===== src/rtl/uart_rx.sv =====
// uart_rx: 16x oversampling UART receiver, LSB first, mid-bit sampling.
// Ports: clk, reset (async, active-low), rx (async serial in, idle high),
//        rx_data (last good byte), rx_done_tick (write strobe),
//        frame_err (low stop bit pulse), busy (not idle).
module uart_rx #(
    parameter int DATA_BITS = 8,
    parameter int SB_TICKS  = 16,
    parameter int BAUD_DIV  = 326
) (
    input  logic                 clk,
    input  logic                 reset,
    input  logic                 rx,
    output logic [DATA_BITS-1:0] rx_data,
    output logic                 rx_done_tick,
    output logic                 frame_err,
    output logic                 busy
);

    localparam int NW = (DATA_BITS > 1) ? $clog2(DATA_BITS) : 1;
    localparam logic [15:0]   BAUD_LAST = 16'(BAUD_DIV - 1);
    localparam logic [3:0]    SB_LAST   = 4'(SB_TICKS - 1);
    localparam logic [NW-1:0] N_LAST    = NW'(DATA_BITS - 1);

    typedef enum logic [1:0] {
        IDLE,
        START,
        DATA,
        STOP
    } state_t;

    state_t state, state_nxt;

    logic                 rx_meta;
    logic                 rx_sync;
    logic [15:0]          baud_cnt;
    logic                 tick;
    logic [3:0]           s_cnt, s_nxt;
    logic [NW-1:0]        n_cnt, n_nxt;
    logic [DATA_BITS-1:0] shreg, sh_nxt;
    logic [DATA_BITS-1:0] data_nxt;
    logic                 done_nxt;
    logic                 err_nxt;

    // Two-flop synchronizer; resets to the idle line level.
    always_ff @(posedge clk or negedge reset) begin
        if (!reset) begin
            rx_meta <= 1'b1;
            rx_sync <= 1'b1;
        end else begin
            rx_meta <= rx;
            rx_sync <= rx_meta;
        end
    end

    // Free-running baud divider; never realigned to the start edge.
    always_ff @(posedge clk or negedge reset) begin
        if (!reset) begin
            baud_cnt <= '0;
        end else if (tick) begin
            baud_cnt <= '0;
        end else begin
            baud_cnt <= baud_cnt + 16'd1;
        end
    end

    assign tick = (baud_cnt == BAUD_LAST);

    // State, counters and registered outputs.
    always_ff @(posedge clk or negedge reset) begin
        if (!reset) begin
            state        <= IDLE;
            s_cnt        <= '0;
            n_cnt        <= '0;
            shreg        <= '0;
            rx_data      <= '0;
            rx_done_tick <= 1'b0;
            frame_err    <= 1'b0;
        end else begin
            state        <= state_nxt;
            s_cnt        <= s_nxt;
            n_cnt        <= n_nxt;
            shreg        <= sh_nxt;
            rx_data      <= data_nxt;
            rx_done_tick <= done_nxt;
            frame_err    <= err_nxt;
        end
    end

    // Next-state and datapath updates; all moves except leaving IDLE
    // happen only on a tick.
    always_comb begin
        state_nxt = state;
        s_nxt     = s_cnt;
        n_nxt     = n_cnt;
        sh_nxt    = shreg;
        data_nxt  = rx_data;
        done_nxt  = 1'b0;
        err_nxt   = 1'b0;
        unique case (state)
            IDLE: begin
                if (!rx_sync) begin
                    state_nxt = START;
                    s_nxt     = '0;
                end
            end
            START: begin
                if (tick) begin
                    if (s_cnt == 4'd7) begin
                        if (!rx_sync) begin
                            state_nxt = DATA;
                            s_nxt     = '0;
                            n_nxt     = '0;
                        end else begin
                            // Start bit gone by mid-bit: a glitch.
                            state_nxt = IDLE;
                        end
                    end else begin
                        s_nxt = s_cnt + 4'd1;
                    end
                end
            end
            DATA: begin
                if (tick) begin
                    if (s_cnt == 4'd15) begin
                        s_nxt  = '0;
                        sh_nxt = {rx_sync, shreg[DATA_BITS-1:1]};
                        if (n_cnt == N_LAST) begin
                            state_nxt = STOP;
                        end else begin
                            n_nxt = n_cnt + NW'(1);
                        end
                    end else begin
                        s_nxt = s_cnt + 4'd1;
                    end
                end
            end
            STOP: begin
                if (tick) begin
                    if (s_cnt == SB_LAST) begin
                        state_nxt = IDLE;
                        if (rx_sync) begin
                            data_nxt = shreg;
                            done_nxt = 1'b1;
                        end else begin
                            err_nxt = 1'b1;
                        end
                    end else begin
                        s_nxt = s_cnt + 4'd1;
                    end
                end
            end
            default: begin
                state_nxt = IDLE;
            end
        endcase
    end

    // Moore output.
    always_comb begin
        busy = (state != IDLE);
    end

endmodule


===== config.mk =====
export PLATFORM = sky130hd
export DESIGN_NAME = uart_rx
export DESIGN_NICKNAME = d
export VERILOG_FILES = /design/src/rtl/uart_rx.sv
export SDC_FILE = /design/constraint.sdc
export NUM_CORES = 1
export LEC_CHECK = 0
export ABC_AREA = 1
export ABC_CLOCK_PERIOD_IN_PS = 1490
export BUFFER_PORTS_ARGS = -buffer_cell sky130_fd_sc_hd__buf_2
export CAP_MARGIN = 15
export CORE_ASPECT_RATIO = 1.1
export CORE_MARGIN = 3
export CORE_UTILIZATION = 54
export CTS_CLUSTER_SIZE = 30
export DETAILED_ROUTE_END_ITERATION = 16
export PLACE_DENSITY = 0.77
export SKIP_LAST_GASP = 1
export SLEW_MARGIN = 10
export SYNTH_ARGS = -nofsm -noshare
export SYNTH_HDL_FRONTEND = slang
export SYNTH_SLANG_ARGS = --single-unit

===== constraint.sdc =====
create_clock -name clk -period 1.49 [get_ports clk]
set_input_delay 0.149 -clock clk [delete_from_list [all_inputs] [get_ports clk]]
set_output_delay 0.149 -clock clk [all_outputs]
set_load 0.03 [all_outputs]

Word level (Yosys, flattened, before mapping)
Cells that the tools add are included.

Register bits: 45. Logic and storage cells: 73. Output and inout bits: 11.

Mux-type cells: 34. Equal/unequal tests: 18. Add/subtract/negate cells: 3. Reduce and logical (&&, ||, !) cells: 8.

Operator list (count): $mux W4 (7); $ne A2 B2 Y1 const B (11); $mux W2 (9); $mux W3 (6); $add A16 B1 Y16 const B (1); $eq A16 B9 Y1 const B (1); $mux W16 (1); $pmux W4 S4 (1); $mux W1 (8); $pmux W2 S4 (1); $reduce_and A4 Y1 (2); $reduce_and A8 Y1 (1); $reduce_and A7 Y1 (1); $pmux W3 S2 (1); $add A4 B1 Y4 const B (1); $eq A2 B2 Y1 const B (2); $eq A4 B3 Y1 const B (1); $eq A4 B4 Y1 const B (1); $reduce_bool A2 Y1 (2); $add A3 B1 Y3 const B (1); $eq A3 B3 Y1 const B (1); $reduce_and A3 Y1 (1); $eq A2 B1 Y1 const B (1); $logic_not A2 Y1 (1).

Longest topological paths before layout
Gate-level depths: netlist of run 1.

Word-level depth: 5. Gate-level depth with buffers: 10. Depth with buffers taken out: 10.

Worst setup path after synthesis of run 1
No wires, ideal clock.

Path type: register to register. Start: reg s_cnt[0]. End: reg rx_data[7]. Arrival: 1406 ps. Path slack: -36 ps. Clock period less this slack: 1526 ps. Required time: 1371 ps. Cell stages (with the launch flop): 8. Cell sequence: dfrtp_1 > ha_1 > nand3_2 > nor2_4 > nand4_4 > buf_6 > nand2_1 > o21ai_2.

Cells in the longest elaborated chain, start to end: 2.

RTL lines: start, declared (line 37) `logic [3:0] s_cnt, s_nxt;`; start signal, assigned (line 80) `s_cnt <= s_nxt;`; $eq A4 B4 Y1 (line 139) `if (s_cnt == SB_LAST) begin`; $reduce_and A4 Y1 (no line); end signal, assigned (line 83) `rx_data <= data_nxt;`; end, declared (line 13) `output logic [DATA_BITS-1:0] rx_data,`.

Every way passes these cells. A chain may end at the register's enable or synchronous reset.

Final worst setup path of run 1
Start: reg state[0]. End: reg state[0].

Cells in the longest elaborated chain, start to end: 3. Elaborated cells between the ends (all ways): 14. Those cells by class: 11 x eq/ne; 1 x mux; 2 x reduce/logical.

RTL lines: start, declared (line 31) `state_t state, state_nxt;`; start signal, assigned (line 79) `state <= state_nxt;`; $eq A2 B2 Y1 (tied with other cells) (line 99) `unique case (state)`; $ne A2 B2 Y1 (no line); $reduce_and A8 Y1 (no line).

Parallel ways exist; a longest one is shown, timed or not.

==> results of run 1 <==
-- metrics by stage --
step	instance area, sq um	utilization	hold WS, ns	cells
finish	3032	0.7369	0.3395	390
floorplan	2421	-	-0.1466	293
global placement	2644	0.6426	0.1435	369
CTS	2784	0.6767	0.3551	380
detailed placement	2644	0.6426	0.1431	369
global route	3032	0.7369	0.3690	390
-- placed cells by master, fill, tap and decap left out, types with 7 or more instances in the layout --
cell	synthesis	layout
buf_2	2	13
buf_4	0	22
dfrtp_1	43	39
inv_1	35	33
inv_2	5	7
nand2_1	74	64
nand2_2	4	9
nand3_1	26	21
nor2_1	31	23
nor2_2	5	10
o21ai_2	11	12
xor2_1	8	8
-- logic make-up after synthesis --
logic type      share of synthesized area
compound gates                    0.07556
xor+xnor                          0.02918
flops                              0.4700
fa+ha+maj                         0.02606
buf+inv                           0.08129
simple gates                       0.3179
-- metal layers --
metal	up-vias	wire, um
li1	1017	-
met4	0	123
met2	44	2797
met3	14	178
met5	-	0
met1	964	2191
-- worst max-delay path by stage --
stage                     depth (start not counted)        start    endpoint  slack [ns]
final                                             8     state[0]    state[0]       -0.01
after CTS                                         9  baud_cnt[1]    shreg[7]      -0.009
after global routing                              8     state[0]    state[0]       -0.09
after global placement                            7     n_cnt[0]    n_cnt[1]      -0.005
after floorplan                                   7     s_cnt[0]  rx_data[7]        0.03
after detailed placement                          9  baud_cnt[1]    s_cnt[2]       -0.04
-- layout make-up --
class                   count  area [sq um]  share of cell area
flip-flops and latches     45          1134              0.3739
clock buffers               5         68.82             0.02270
inverters                  43         168.9             0.05572
repair buffers             39         281.5             0.09286
well taps                  52         65.06             0.02146
clock inverters             3         21.27            0.007016
multi-input cells         203          1292              0.4263
-- power by group through the flow --
stage / sequential (mW) / clock (mW) / combinational, mW
2_1_floorplan: 1.25 / 0 / 0.00662
3_3_place_gp: 1.25 / 0 / 0.0358
3_5_place_dp: 1.25 / 0 / 0.0356
4_1_cts: 1.23 / 0.780 / 0.0396
5_1_grt: 1.23 / 0.850 / 0.0427
6_report: 1.23 / 0.780 / 0.0379
-- worst reg2reg max path, cell delays in order (launching register included) --
cell,delay [ns]
dfrtp_2,0.48
nand2_2,0.17
clkinv_1,0.14
nand2_1,0.09
nand3_1,0.09
nor2_2,0.18
nand2_1,0.08
nand2_1,0.09
nand2_1,0.07
-- timing repair --
item / CTS / global route
setup buffers: 1 / 8
endpoints found under the setup margin: 25 / 36
hold endpoints to repair: 44 / 0
cloned: 0 / 2
resized for setup: 5 / 46
hold buffers: 2 / 0
pin swaps: 1 / 12
-- registers in the layout (all words and copies together), names as in the netlist, named ones only --
signal,count
baud_cnt,16
rx_data,8
shreg,8
s_cnt,4
n_cnt,3
frame_err,1
rx_done_tick,1
rx_meta,1
rx_sync,1
state,1
==> out/qor.yml, run 1 <==
status: "complete, but fails checks"
violations: "negative setup slack"
routed_via_density: 5.228
htree_levels: 2
power_frac_clock: 0.380
synth_area_sq_mm: 0.002401
antenna_found_initial: 0
syn_area_per_cell_sq_um: 8.195
die_height_um: 75.94
setup_viol: 4
drv_cap: 0
r2r_setup_slack_ns: -0.01
cts.sinks: 45
grt_use_met3: 0.04233
path_buf_inv: 1
rsz0062_at_grt: "true"
crit_top_cell: "nand2_1"
p_seq_frac: 0.601
drt_pre_antenna_iters: 5
clkLatencyLatePin_ns: 0.31
synth_top_area_frac: 0.4482
cp_slowest_stage_delay_ns: 0.48
setup_tns_ns: -0.02842
vias: 2039
fill_cells: 292
boundaryPins: 14
dpl.hpwl_mm: 3.333
grt_busiest_layer: "met2"
clkTransAtPathRegs_ns: 0.09
ys_warn_count: 0
reg2reg_depth: 8
coreArea_sq_mm: 0.004114
portBuffers: 13
drtAntennaViolNets: 0
detail_route.wl_per_cell_um: 13.56
diodes: 0
cts_tree: "done"
drive_above_1_share: 0.3521
crit_path_end_kind: "register"
grtUsageTotal: 0.1870
yosysMostFrequentCell: "nand2_1"
hp-class: "in -> async"
cp_slowest_cell: "dfrtp_2"
start_util: 0.5836
ys_async_sr_fraction: 1.000
worst_setup_path_start_kind: "register"
crit_type: "reg -> reg"
peakVddDrop_v: 0.0005264
gp_congestion: 0.8366
rows: 24
yosys.area.top_type: "dfrtp_1"
dieWidth_um: 69.58
synth_cell_types: 31
nNetsFinal: 345
p_sw_frac: 0.2341
finalClockSkew_ns: 0.01046
synthCells: 293
critPathTopFamily: "simple AND/OR/NAND/NOR gates"
power_mw: 2.050
synthTopCellsByCount: "nand2_1, dfrtp_1, inv_1"
use_met1: 0.2342
tightest_slew_ns: 0.3156
met2_usage: 0.3168
grt-ovfl-total: 0
grt_pass1_vias: 1872
p_comb_frac: 0.018
area_growth_pct: 26.26
period_share: 1.009
switchingPower_uw: 479.8
grt_pass1_wl_mm: 8.059
clockRootBuffer: "clkbuf_8"
dr.first_iter.drc_count: 99
final_max_slew_viol_count: 0
leakage_nw: 1.477
grt_max_degree: 46
hold_violations: 0
p_int_mw: 1.570
fmax_ghz: 0.6654
worst_ep_arrival_time_ns: 1.69
r2r_start: "state[0]"
drt_wl_total_mm: 5.290
drcViolationCount: 0
min_period_ns: 1.503
path_cells: "nand2_2 > clkinv_1 > nand2_1 > nand3_1 > nor2_2 > nand2_1 > nand2_1 > nand2_1"
clk_path_buf_depth: 2
yosys_register_bits: 45
worstReg2RegEnd: "state[0]"
worstPathMaxFanout: 6
synth_flop_cell: "dfrtp_1"
cts_buffers: 5
p_per_area_mw_per_mm2: 676.2
synth-edff-count: 0
die_area_sq_mm: 0.005284
synth_seq_area_share: 0.4700
place_ws_ns: -0.03594
setup_slack_ns: -0.01294
required_ns: 1.68
synth.area.top_cells: "dfrtp_1, nand2_1, inv_1"
max_slew_margin: 0.7896
syn_nets: 301
Note: power is estimated with default switching activity, not from simulation.
==> run 2, diff against run 1 <==
Settings changed: ABC_CLOCK_PERIOD_IN_PS 1490 to 1600, CORE_UTILIZATION 54 to 60, PLACE_DENSITY 0.77 to 0.83.
Clock period 1.49 ns to 1.6 ns, I/O delays scaled along.
==> out/qor.yml, run 2 (synthesis results as in run 1) <==
status: "finished clean"
required_ns: 1.81  # +0.13 ns
grt_max_degree: 25  # -46%
drtAntennaViolNets: 0  # unchanged
power_mw: 2.089  # +1.9%
start_util: 0.6418  # +0.05817
portBuffers: 13  # unchanged
drt_pre_antenna_iters: 4  # -1
clkLatencyLatePin_ns: 0.31  # about the same
clkTransAtPathRegs_ns: 0.09  # about the same
antenna_found_initial: 0  # unchanged
worst_ep_arrival_time_ns: 1.71  # +0.02 ns
p_per_area_mw_per_mm2: 748.2  # +11%
fill_cells: 270  # -7.5%
boundaryPins: 14  # unchanged
final_max_slew_viol_count: 0  # unchanged
largest_register_ffs: 16  # unchanged
dpl.hpwl_mm: 3.353  # +0.60%
hold_slack_ns: 0.3504  # +0.01093 ns
coreArea_sq_mm: 0.003741  # -9.1%
crit_top_cell: "nand2_1"
path_cells: "inv_2 > ha_2 > nand2_1 > nor2_4 > nand2_4 > inv_6 > nand2_8 > nand2_1 > o21ai_2"
clk_path_buf_depth: 2  # unchanged
rsz0062_at_grt: "true"
dr.first_iter.drc_count: 182  # +84%
final_common_cell: "nand2_1"
die_area_sq_mm: 0.004798  # -9.2%
dieWidth_um: 66.32  # -4.7%
clockRootBuffer: "clkbuf_8"
gp_congestion: 0.8940  # +6.9%
cts.sinks: 45  # unchanged
period_share: 0.9402  # -0.06851
area_growth_pct: 16.26
grt-ovfl-total: 0  # unchanged
worstPathMaxFanout: 16  # +10
diodes: 0  # unchanged
crit_path_end_kind: "register"
hp-class: "in -> async"
cts_buffers: 5  # unchanged
mostFrequentLayoutCells: "nand2_1, dfrtp_1, inv_1"
cp_slowest_cell: "dfrtp_1"
routed_via_density: 5.211  # -0.34%
leakage_nw: 1.411  # -4.5%
reg_top3: "baud_cnt: 16 flops, rx_data: 8 flops, shreg: 8 flops"
r2r_setup_slack_ns: 0.1  # +0.11 ns
die_height_um: 72.35  # -4.7%
regMostFlops: "baud_cnt"
grtUsageTotal: 0.2233  # +0.03630
min_period_ns: 1.504  # +0.001335 ns
drcViolationCount: 0  # unchanged
cp_slowest_stage_delay_ns: 0.42  # -0.06 ns
finalClockSkew_ns: 0.007323  # -0.003139 ns
worst_setup_path_start_kind: "register"
grt_pass1_wl_mm: 8.273  # +2.7%
rows: 23  # -4.2%
htree_levels: 2  # unchanged
nNetsFinal: 332  # -3.8%
tightest_slew_ns: 0.5208  # +0.2052 ns
grt_pass1_vias: 1934  # +3.3%
vias: 1954  # -4.2%
fmax_ghz: 0.6648  # about the same
drv_cap: 0  # unchanged
detail_route.wl_per_cell_um: 12.97  # -4.4%
crit_type: "reg -> reg"
peakVddDrop_v: 0.0007019  # +33%
hold_violations: 0  # unchanged
drt_wl_total_mm: 4.865  # -8.0%
cts_tree: "done"
max_slew_margin: 0.6528  # -0.1368
setup_viol: 0  # -4
drive_above_1_share: 0.2523  # -0.09976
## run 2: final cells by class
class                      instances  area, sq um  share of cell area
timing repair buffer              28        182.7             0.06544
sequential                        45         1131              0.4052
clock buffer                       5        68.82             0.02465
clock inverter                     3        50.05             0.01793
multi-input combinational        201         1130              0.4047
tap                               50        62.56             0.02241
inverter                          43        166.4             0.05961
## run 2: metrics by stage
| step | setup TNS (ns) | area, sq um | setup WS [ns] | util | instances |
|---|---|---|---|---|---|
| finish | 0 | 2791 | 0.09572 | 0.7462 | 375 |
| global route | -0.1217 | 2791 | -0.04724 | 0.7462 | 375 |
| CTS | 0 | 2710 | 0.003570 | 0.7244 | 372 |
| detailed placement | 0 | 2571 | 0.01642 | 0.6873 | 362 |
| global placement | 0 | 2571 | 0.06175 | 0.6873 | 362 |
| floorplan | 0 | 2401 | 0.07438 | - | 293 |
## run 2: worst max-delay path, delay by kind of cell (launching register included)
family	cells	cell delay (ns)
AOI/OAI and AO/OA	1	0.05
adders and majority gates	1	0.18
buffers and inverters	2	0.17
DFF	1	0.42
and+or+nand+nor	5	0.56
## run 2: worst paths after layout
path                             start           to  depth (start not counted)
setup / recovery           baud_cnt[1]     shreg[0]                          9
setup reg to reg           baud_cnt[1]     shreg[0]                          9
min in group clk               rx_meta      rx_sync                          0
hold / removal                   reset  baud_cnt[4]                          2
max in group asynchronous        reset      rx_meta                          3
hold reg to reg                rx_meta      rx_sync                          0
## run 2: timing repair
item                                    CTS  global route
gates resized for setup                   0            17
setup buffers                             0             3
endpoints found under the hold margin    23             0
endpoints found under the setup margin    0            29
hold buffers                              2             0
## run 2: where the power goes
group	internal, mW	leakage [nW]	switching [mW]
Clock	0.479	0.0603	0.430
Sequential	1.14	0.600	0.00549
Combinational	0.00893	0.751	0.0244
## run 2: metal layers
layer / GRT usage / routed length, um
met1: 0.2707 / 2022
met2: 0.3793 / 2605
met3: 0.05108 / 155
met4: 0.09481 / 82
met5: 0 / 0
